==> src/rtl/vu_vmu_dcachereq_arb_if.sv <==
// Request/response bundle between the load/store request queues, the arbiter and the D$ port.
interface vu_vmu_dcachereq_arb_if;
    logic [35:0]  lrq_deq_bits;
    logic         lrq_deq_val;
    logic         lrq_deq_rdy;
    logic [171:0] srq_deq_bits;
    logic         srq_deq_val;
    logic         srq_deq_rdy;
    logic [27:0]  dcachereq_addr;
    logic [11:0]  dcachereq_tag;
    logic [127:0] dcachereq_data;
    logic [15:0]  dcachereq_wmask;
    logic [3:0]   dcachereq_op;
    logic         dcachereq_val;
    logic         dcachereq_rdy;
    logic         dcacheresp_val;
    logic [11:0]  dcacheresp_tag;

    // Arbiter side
    modport master (
        input  lrq_deq_bits, lrq_deq_val,
        output lrq_deq_rdy,
        input  srq_deq_bits, srq_deq_val,
        output srq_deq_rdy,
        output dcachereq_addr, dcachereq_tag, dcachereq_data, dcachereq_wmask,
        output dcachereq_op, dcachereq_val,
        input  dcachereq_rdy,
        input  dcacheresp_val, dcacheresp_tag
    );

    // Queue / D$ side
    modport slave (
        output lrq_deq_bits, lrq_deq_val,
        input  lrq_deq_rdy,
        output srq_deq_bits, srq_deq_val,
        input  srq_deq_rdy,
        input  dcachereq_addr, dcachereq_tag, dcachereq_data, dcachereq_wmask,
        input  dcachereq_op, dcachereq_val,
        output dcachereq_rdy,
        output dcacheresp_val, dcacheresp_tag
    );
endinterface

==> src/rtl/vu_vmu_dcachereq_arb.sv <==
// Shares the single D$ request port between the load and store request queues.
// Stores win unless a waiting load has watched MAX_ST_RUN consecutive store grants;
// loads are limited by an outstanding-load credit count. One registered output stage.
module vu_vmu_dcachereq_arb #(
    parameter int unsigned MAX_ST_RUN = 4,
    parameter int unsigned LD_CREDITS = 256,
    parameter int unsigned CREDIT_W   = 9
) (
    input  logic                   clk,
    input  logic                   reset,
    vu_vmu_dcachereq_arb_if.master dc,
    output logic [CREDIT_W-1:0]    ld_outstanding,
    output logic                   idle
);
    localparam int unsigned         RUN_W      = (MAX_ST_RUN > 0) ? $clog2(MAX_ST_RUN + 1) : 1;
    localparam logic [RUN_W-1:0]    RUN_MAX    = RUN_W'(MAX_ST_RUN);
    localparam logic [CREDIT_W-1:0] CREDIT_MAX = CREDIT_W'(LD_CREDITS);
    localparam logic [11:0]         ST_TAG     = 12'h800;
    localparam logic [3:0]          OP_ST      = 4'b0001;
    localparam logic [3:0]          OP_LD      = 4'b0000;

    logic                val_q, val_d;
    logic [27:0]         addr_q, addr_d;
    logic [11:0]         tag_q, tag_d;
    logic [127:0]        data_q, data_d;
    logic [15:0]         wmask_q, wmask_d;
    logic [3:0]          op_q, op_d;
    logic [RUN_W-1:0]    st_run_q, st_run_d;
    logic [CREDIT_W-1:0] ld_cnt_q, ld_cnt_d;

    logic out_free;
    logic ld_elig;
    logic force_ld;
    logic grant_st;
    logic grant_ld;
    logic ld_resp;
    logic unused_resp_tag;

    // Arbitration: eligibility uses the registered credit count only
    assign out_free = ~val_q | dc.dcachereq_rdy;
    assign ld_elig  = dc.lrq_deq_val & (ld_cnt_q < CREDIT_MAX);
    assign force_ld = ld_elig & (st_run_q == RUN_MAX);
    assign grant_st = out_free & dc.srq_deq_val & ~force_ld;
    assign grant_ld = out_free & ld_elig & ~grant_st;
    assign ld_resp  = dc.dcacheresp_val & ~dc.dcacheresp_tag[11];

    assign unused_resp_tag = ^dc.dcacheresp_tag[10:0];

    assign dc.srq_deq_rdy = grant_st;
    assign dc.lrq_deq_rdy = grant_ld;

    assign dc.dcachereq_val   = val_q;
    assign dc.dcachereq_addr  = addr_q;
    assign dc.dcachereq_tag   = tag_q;
    assign dc.dcachereq_data  = data_q;
    assign dc.dcachereq_wmask = wmask_q;
    assign dc.dcachereq_op    = op_q;
    assign ld_outstanding     = ld_cnt_q;
    assign idle               = ~val_q & (ld_cnt_q == '0);

    // Next-state for the output stage, store-run counter and load credit counter
    always_comb begin
        val_d    = val_q;
        addr_d   = addr_q;
        tag_d    = tag_q;
        data_d   = data_q;
        wmask_d  = wmask_q;
        op_d     = op_q;
        st_run_d = st_run_q;
        ld_cnt_d = ld_cnt_q;

        if (grant_st) begin
            val_d   = 1'b1;
            addr_d  = dc.srq_deq_bits[171:144];
            tag_d   = ST_TAG;
            data_d  = dc.srq_deq_bits[127:0];
            wmask_d = dc.srq_deq_bits[143:128];
            op_d    = OP_ST;
        end else if (grant_ld) begin
            val_d   = 1'b1;
            addr_d  = dc.lrq_deq_bits[35:8];
            tag_d   = {4'd0, dc.lrq_deq_bits[7:0]};
            data_d  = '0;
            wmask_d = '0;
            op_d    = OP_LD;
        end else if (dc.dcachereq_rdy) begin
            val_d = 1'b0;
        end

        // The run only counts stores that actually made a load wait
        if (!ld_elig || grant_ld) begin
            st_run_d = '0;
        end else if (grant_st && (st_run_q != RUN_MAX)) begin
            st_run_d = st_run_q + RUN_W'(1);
        end

        // Loads are counted at grant; a grant and a response together cancel
        if (grant_ld && !ld_resp) begin
            ld_cnt_d = ld_cnt_q + CREDIT_W'(1);
        end else if (!grant_ld && ld_resp && (ld_cnt_q != '0)) begin
            ld_cnt_d = ld_cnt_q - CREDIT_W'(1);
        end
    end

    // State registers with synchronous reset; a held request is dropped on reset
    always_ff @(posedge clk) begin
        if (reset) begin
            val_q    <= 1'b0;
            addr_q   <= '0;
            tag_q    <= '0;
            data_q   <= '0;
            wmask_q  <= '0;
            op_q     <= '0;
            st_run_q <= '0;
            ld_cnt_q <= '0;
        end else begin
            val_q    <= val_d;
            addr_q   <= addr_d;
            tag_q    <= tag_d;
            data_q   <= data_d;
            wmask_q  <= wmask_d;
            op_q     <= op_d;
            st_run_q <= st_run_d;
            ld_cnt_q <= ld_cnt_d;
        end
    end

    // Flags a load response arriving with no load outstanding
    always_ff @(posedge clk) begin
        if (!reset) begin
            assert (!(ld_resp && !grant_ld && (ld_cnt_q == '0)))
                else $error("load response with no outstanding load");
        end
    end
endmodule

==> src/flat_wrapper.sv <==
// flat-port wrapper written by rule: the top's interface ports become plain ports
module vu_vmu_dcachereq_arb_flat 
#(
    parameter int unsigned MAX_ST_RUN = 4,
    parameter int unsigned LD_CREDITS = 256,
    parameter int unsigned CREDIT_W   = 9
)
  (clk, reset, ld_outstanding, idle, dc_lrq_deq_bits, dc_lrq_deq_val, dc_lrq_deq_rdy, dc_srq_deq_bits, dc_srq_deq_val, dc_srq_deq_rdy, dc_dcachereq_addr, dc_dcachereq_tag, dc_dcachereq_data, dc_dcachereq_wmask, dc_dcachereq_op, dc_dcachereq_val, dc_dcachereq_rdy, dc_dcacheresp_val, dc_dcacheresp_tag);
  vu_vmu_dcachereq_arb_if dc_i ();
  input  logic clk;
  input  logic reset;
  output logic [CREDIT_W-1:0] ld_outstanding;
  output logic idle;
  input wire logic [$bits(dc_i.lrq_deq_bits)-1:0] dc_lrq_deq_bits;
  input wire logic [$bits(dc_i.lrq_deq_val)-1:0] dc_lrq_deq_val;
  output wire logic [$bits(dc_i.lrq_deq_rdy)-1:0] dc_lrq_deq_rdy;
  input wire logic [$bits(dc_i.srq_deq_bits)-1:0] dc_srq_deq_bits;
  input wire logic [$bits(dc_i.srq_deq_val)-1:0] dc_srq_deq_val;
  output wire logic [$bits(dc_i.srq_deq_rdy)-1:0] dc_srq_deq_rdy;
  output wire logic [$bits(dc_i.dcachereq_addr)-1:0] dc_dcachereq_addr;
  output wire logic [$bits(dc_i.dcachereq_tag)-1:0] dc_dcachereq_tag;
  output wire logic [$bits(dc_i.dcachereq_data)-1:0] dc_dcachereq_data;
  output wire logic [$bits(dc_i.dcachereq_wmask)-1:0] dc_dcachereq_wmask;
  output wire logic [$bits(dc_i.dcachereq_op)-1:0] dc_dcachereq_op;
  output wire logic [$bits(dc_i.dcachereq_val)-1:0] dc_dcachereq_val;
  input wire logic [$bits(dc_i.dcachereq_rdy)-1:0] dc_dcachereq_rdy;
  input wire logic [$bits(dc_i.dcacheresp_val)-1:0] dc_dcacheresp_val;
  input wire logic [$bits(dc_i.dcacheresp_tag)-1:0] dc_dcacheresp_tag;
  assign dc_i.lrq_deq_bits = dc_lrq_deq_bits;
  assign dc_i.lrq_deq_val = dc_lrq_deq_val;
  assign dc_lrq_deq_rdy = dc_i.lrq_deq_rdy;
  assign dc_i.srq_deq_bits = dc_srq_deq_bits;
  assign dc_i.srq_deq_val = dc_srq_deq_val;
  assign dc_srq_deq_rdy = dc_i.srq_deq_rdy;
  assign dc_dcachereq_addr = dc_i.dcachereq_addr;
  assign dc_dcachereq_tag = dc_i.dcachereq_tag;
  assign dc_dcachereq_data = dc_i.dcachereq_data;
  assign dc_dcachereq_wmask = dc_i.dcachereq_wmask;
  assign dc_dcachereq_op = dc_i.dcachereq_op;
  assign dc_dcachereq_val = dc_i.dcachereq_val;
  assign dc_i.dcachereq_rdy = dc_dcachereq_rdy;
  assign dc_i.dcacheresp_val = dc_dcacheresp_val;
  assign dc_i.dcacheresp_tag = dc_dcacheresp_tag;
  vu_vmu_dcachereq_arb #(.MAX_ST_RUN(MAX_ST_RUN), .LD_CREDITS(LD_CREDITS), .CREDIT_W(CREDIT_W)) u_core (.clk(clk), .reset(reset), .dc(dc_i), .ld_outstanding(ld_outstanding), .idle(idle));
endmodule
==> config.mk <==
export PLATFORM = sky130hd
export DESIGN_NAME = vu_vmu_dcachereq_arb_flat
export DESIGN_NICKNAME = d
export VERILOG_FILES = /design/src/rtl/vu_vmu_dcachereq_arb_if.sv /design/src/rtl/vu_vmu_dcachereq_arb.sv /design/src/flat_wrapper.sv
export SDC_FILE = /design/constraint.sdc
export NUM_CORES = 1
export LEC_CHECK = 0
export ABC_AREA = 0
export BUFFER_PORTS_ARGS = -buffer_cell sky130_fd_sc_hd__buf_4
export CAP_MARGIN = 20
export CORE_AREA = 3 3 163 165
export CTS_CLUSTER_DIAMETER = 50
export DETAILED_ROUTE_END_ITERATION = 6
export DIE_AREA = 0 0 166 168
export PLACE_DENSITY = 0.58
export SLEW_MARGIN = 40
export SYNTH_ARGS = -nofsm -noshare
export SYNTH_HDL_FRONTEND = slang
export SYNTH_SLANG_ARGS = --single-unit
==> constraint.sdc <==
create_clock -name clk -period 4.1 [get_ports clk]
set_input_delay 0.41 -clock clk [delete_from_list [all_inputs] [get_ports clk]]
set_output_delay 0.41 -clock clk [all_outputs]
set_load 0.01 [all_outputs]
==> flow_metrics.tcl <==
set metrics [dict create \
    cts_buffer_depth 2 \
    setup_viol 0 \
    postCtsSetupRepairBufs 0 \
    drv_cap 0 \
    drive_above_1_share_pct 39.9 \
    path_class "flip-flop to flip-flop" \
    synth_edf_count 0 \
    post-place-ws_ns 0.699 \
    syn-instance-count 766 \
    crit_arrival_ns 3.70 \
    yosysTopAreaCell "dfxtp_1" \
    yosysWarningCount 0 \
    syn_to_final_growth_pct 52.4 \
    ctsResizeCount 0 \
    clkTransAtPathRegs_ns 0.08 \
    finalSetupTns_ns 0 \
    seq_area_frac_synth_pct 52.8 \
    end_kind "flip-flop" \
    whs_ns 0.227 \
    cts_tree "done" \
    post-route-period-util_pct 82.6 \
    cts_root_buf "clkbuf_16" \
    clk_latency_ns 0.43 \
    cp-start-kind "flip-flop" \
    cts_max_level 4 \
    path_cells "inv_1, ha_1, a21bo_1, and3_1, nand2_4, ha_1, a21o_1, a221o_1, a41oi_1, mux2i_1, mux2_1" \
    r2r-start "u_core.st_run_q[0]" \
    drt_iter0_drc 364 \
    synth_top_area_share_pct 52.8 \
    antenna_found_initial 0 \
    grt_overflow_total 0 \
    worstPathRequired_ns 4.41 \
    io_pins 427 \
    rsz0062_at_grt "false" \
    grt_pass1_wl_um 39100 \
    hold_depth 3 \
    worstHoldStart "dc_srq_deq_bits[25]" \
    ys_async_sr_fraction_pct 0 \
    worstPathMaxFanout 10 \
    hold_viol_final 0 \
    first_pass_iters 5 \
    synthesis.area_um2 7350 \
    synth_cell_types 50 \
    outcome "complete, no violations" \
    synth-seq-cells 194 \
    cts_buffers 17 \
    r2r_end "u_core.ld_outstanding[8]" \
    setup_ws_ns 0.714 \
    powerDensity_nw_per_um2 488 \
    portBuffers 409 \
    num-nets-final 1370 \
    finClkSkew_ns 0.00945 \
    cts_sinks 194 \
    die_area_um2 27900 \
    crit_path_max_incr_delay_ns 0.59 \
    drc 0 \
    core_area_um2 25200 \
    drv_slew 0 \
    crit_top_cell "ha_1" \
    syn_area_per_cell_um2 9.59 \
    wl_per_cell_um 17.1 \
    place_area_um2 10600 \
    hold_path_class "input pin to flip-flop" \
    r2r_slack_ns 0.71 \
    leakage_nw 5.15 \
    min_period_ns 3.39 \
    peakVddDrop_v 0.000231 \
    min_to "u_core.dc.dcachereq_data[25]" \
    grt_usage_pct 17.3 \
    worst_slew_pin_slew_ns 0.765 \
    routed_wl_um 25300 \
    drt-vias-per-instance 4.75 \
    ant_nets 0 \
    vias 7010 \
    clock.fmax_mhz 295 \
    first_global_vias 6938 \
    netlist_top_cells_area "dfxtp_1 (53%), a22oi_1 (15%), nor2_1 (9.7%), mux2i_1 (5.4%), a211oi_1 (3.2%)" \
    crit_slowest_cell "and3_1" \
    rows 58 \
    num-fill-cells 2496 \
    globalplace.congestion 0.836 \
    relSlewSlack_pct 49.0 \
    die-height_um 168 \
    hpwl_um 18000 \
    grt_max_degree 129 \
    antennaDiodeCount 0 \
    start_util_pct 29.2 \
    reg2reg_depth 11 \
    synthFlopType "dfxtp_1" \
    die_w_um 166 \
    ctsHoldBuffers 0 \
    final_area_um2 11200 \
]
[synthesized netlist by cell type, drive strengths merged (3+ instances only)]
master / number
mux2i: 40
a31oi: 3
nand2: 13
a211oi: 31
a22oi: 144
nor3: 9
nor2b: 3
a21oi: 11
o21ai: 6
ha: 9
buf: 43
nand3: 3
dfxtp: 194
a21o: 3
nor2: 189
inv: 6
clkbuf: 29
[worst max path at each step]
stage / start / to / depth (start not counted)
final: u_core.st_run_q[0] / u_core.ld_outstanding[8] / 11
after global routing: u_core.st_run_q[0] / u_core.ld_outstanding[8] / 11
after CTS: u_core.st_run_q[0] / u_core.ld_outstanding[8] / 11
after detailed placement: dc_lrq_deq_val / u_core.ld_outstanding[8] / 10
after global placement: dc_lrq_deq_val / u_core.ld_outstanding[8] / 10
after floorplan: u_core.st_run_q[0] / u_core.ld_outstanding[8] / 12
[state kept, by name, summed over array words and instances (netlist names)]
register and cells:
u_core.dc.dcachereq_data 128, u_core.dc.dcachereq_wmask 16, u_core.dc.dcachereq_val 1, u_core.ld_outstanding 9, u_core.dc.dcachereq_tag 9, u_core.st_run_q 3, u_core.dc.dcachereq_addr 28
[power breakdown]
group | internal (mW) | switching (mW) | total (mW) | leakage [nW]
Clock | 0.872 | 0.819 | 1.69 | 0.288
Combinational | 0.762 | 0.818 | 1.58 | 3.27
Sequential | 2.06 | 0.130 | 2.19 | 1.60
[final cells by class]
| type | count | area [um2] | share of cell area [%] |
|---|---|---|---|
| clock buffer | 17 | 425 | 3.80 |
| tap | 330 | 413 | 3.69 |
| multi-input combinational | 499 | 3120 | 27.9 |
| timing repair buffer | 416 | 3160 | 28.2 |
| sequential | 194 | 3880 | 34.7 |
| inverter | 6 | 25.0 | 0.223 |
| clock inverter | 14 | 168 | 1.50 |
[cells by family (layout without fill, tap and decap cells)]
kind of cell,Yosys count,after routing,synth area share [%]
AO/OA/AOI/OAI,208,208,20.9
other,1,6,0.0510
multiplexers,42,42,5.75
XOR/XNOR,4,4,0.477
adder cells (fa/ha/maj),10,10,1.80
AND/OR/NAND/NOR,229,229,12.8
buffers and inverters,78,453,5.36
flip-flops,194,194,52.8
[through the flow]
stage                     instances  utilization, %  power (mW)
after floorplan                 771               -        3.17
after detailed placement       1445            42.1        3.83
after CTS                      1476            44.5        5.55
after global placement         1444            42.0        3.82
final                          1476            44.5        5.47
after global routing           1476            44.5        5.80
[cells in the final DEF (no fill, tap or decap), types with 2 or more instances in the layout]
master	instances
inv_6	3
nand2_4	2
nor2b_1	2
a21o_1	3
a21oi_1	10
xnor2_1	2
dfxtp_1	194
xor2_1	2
conb_1	6
o21ai_0	4
clkinv_4	3
clkbuf_16	17
ha_1	9
clkinv_8	2
a31oi_1	2
buf_12	2
inv_1	5
a22oi_1	144
nand3_1	3
nor2_1	189
inv_8	4
buf_4	412
a211oi_1	31
nor3_1	9
mux2i_1	40
and3_1	2
nand2_1	11
nand3b_1	2
[critical path, delay by kind of cell, from the launching register on]
kind | cells | cell delay [ns]
AO/OA/AOI/OAI | 4 | 0.88
multiplexers | 2 | 0.57
AND/OR/NAND/NOR | 2 | 0.80
buffers and inverters | 1 | 0.06
flip-flops | 1 | 0.34
adder cells (fa/ha/maj) | 2 | 0.64
[metal layers]
layer / part of all wire [%] / track usage (%)
met1: 40 / 20.5
met2: 49 / 28.9
met3: 9.3 / 7.07
met4: 1.6 / 4.85
met5: 0 / 0
(Power assumes the default switching activity.)
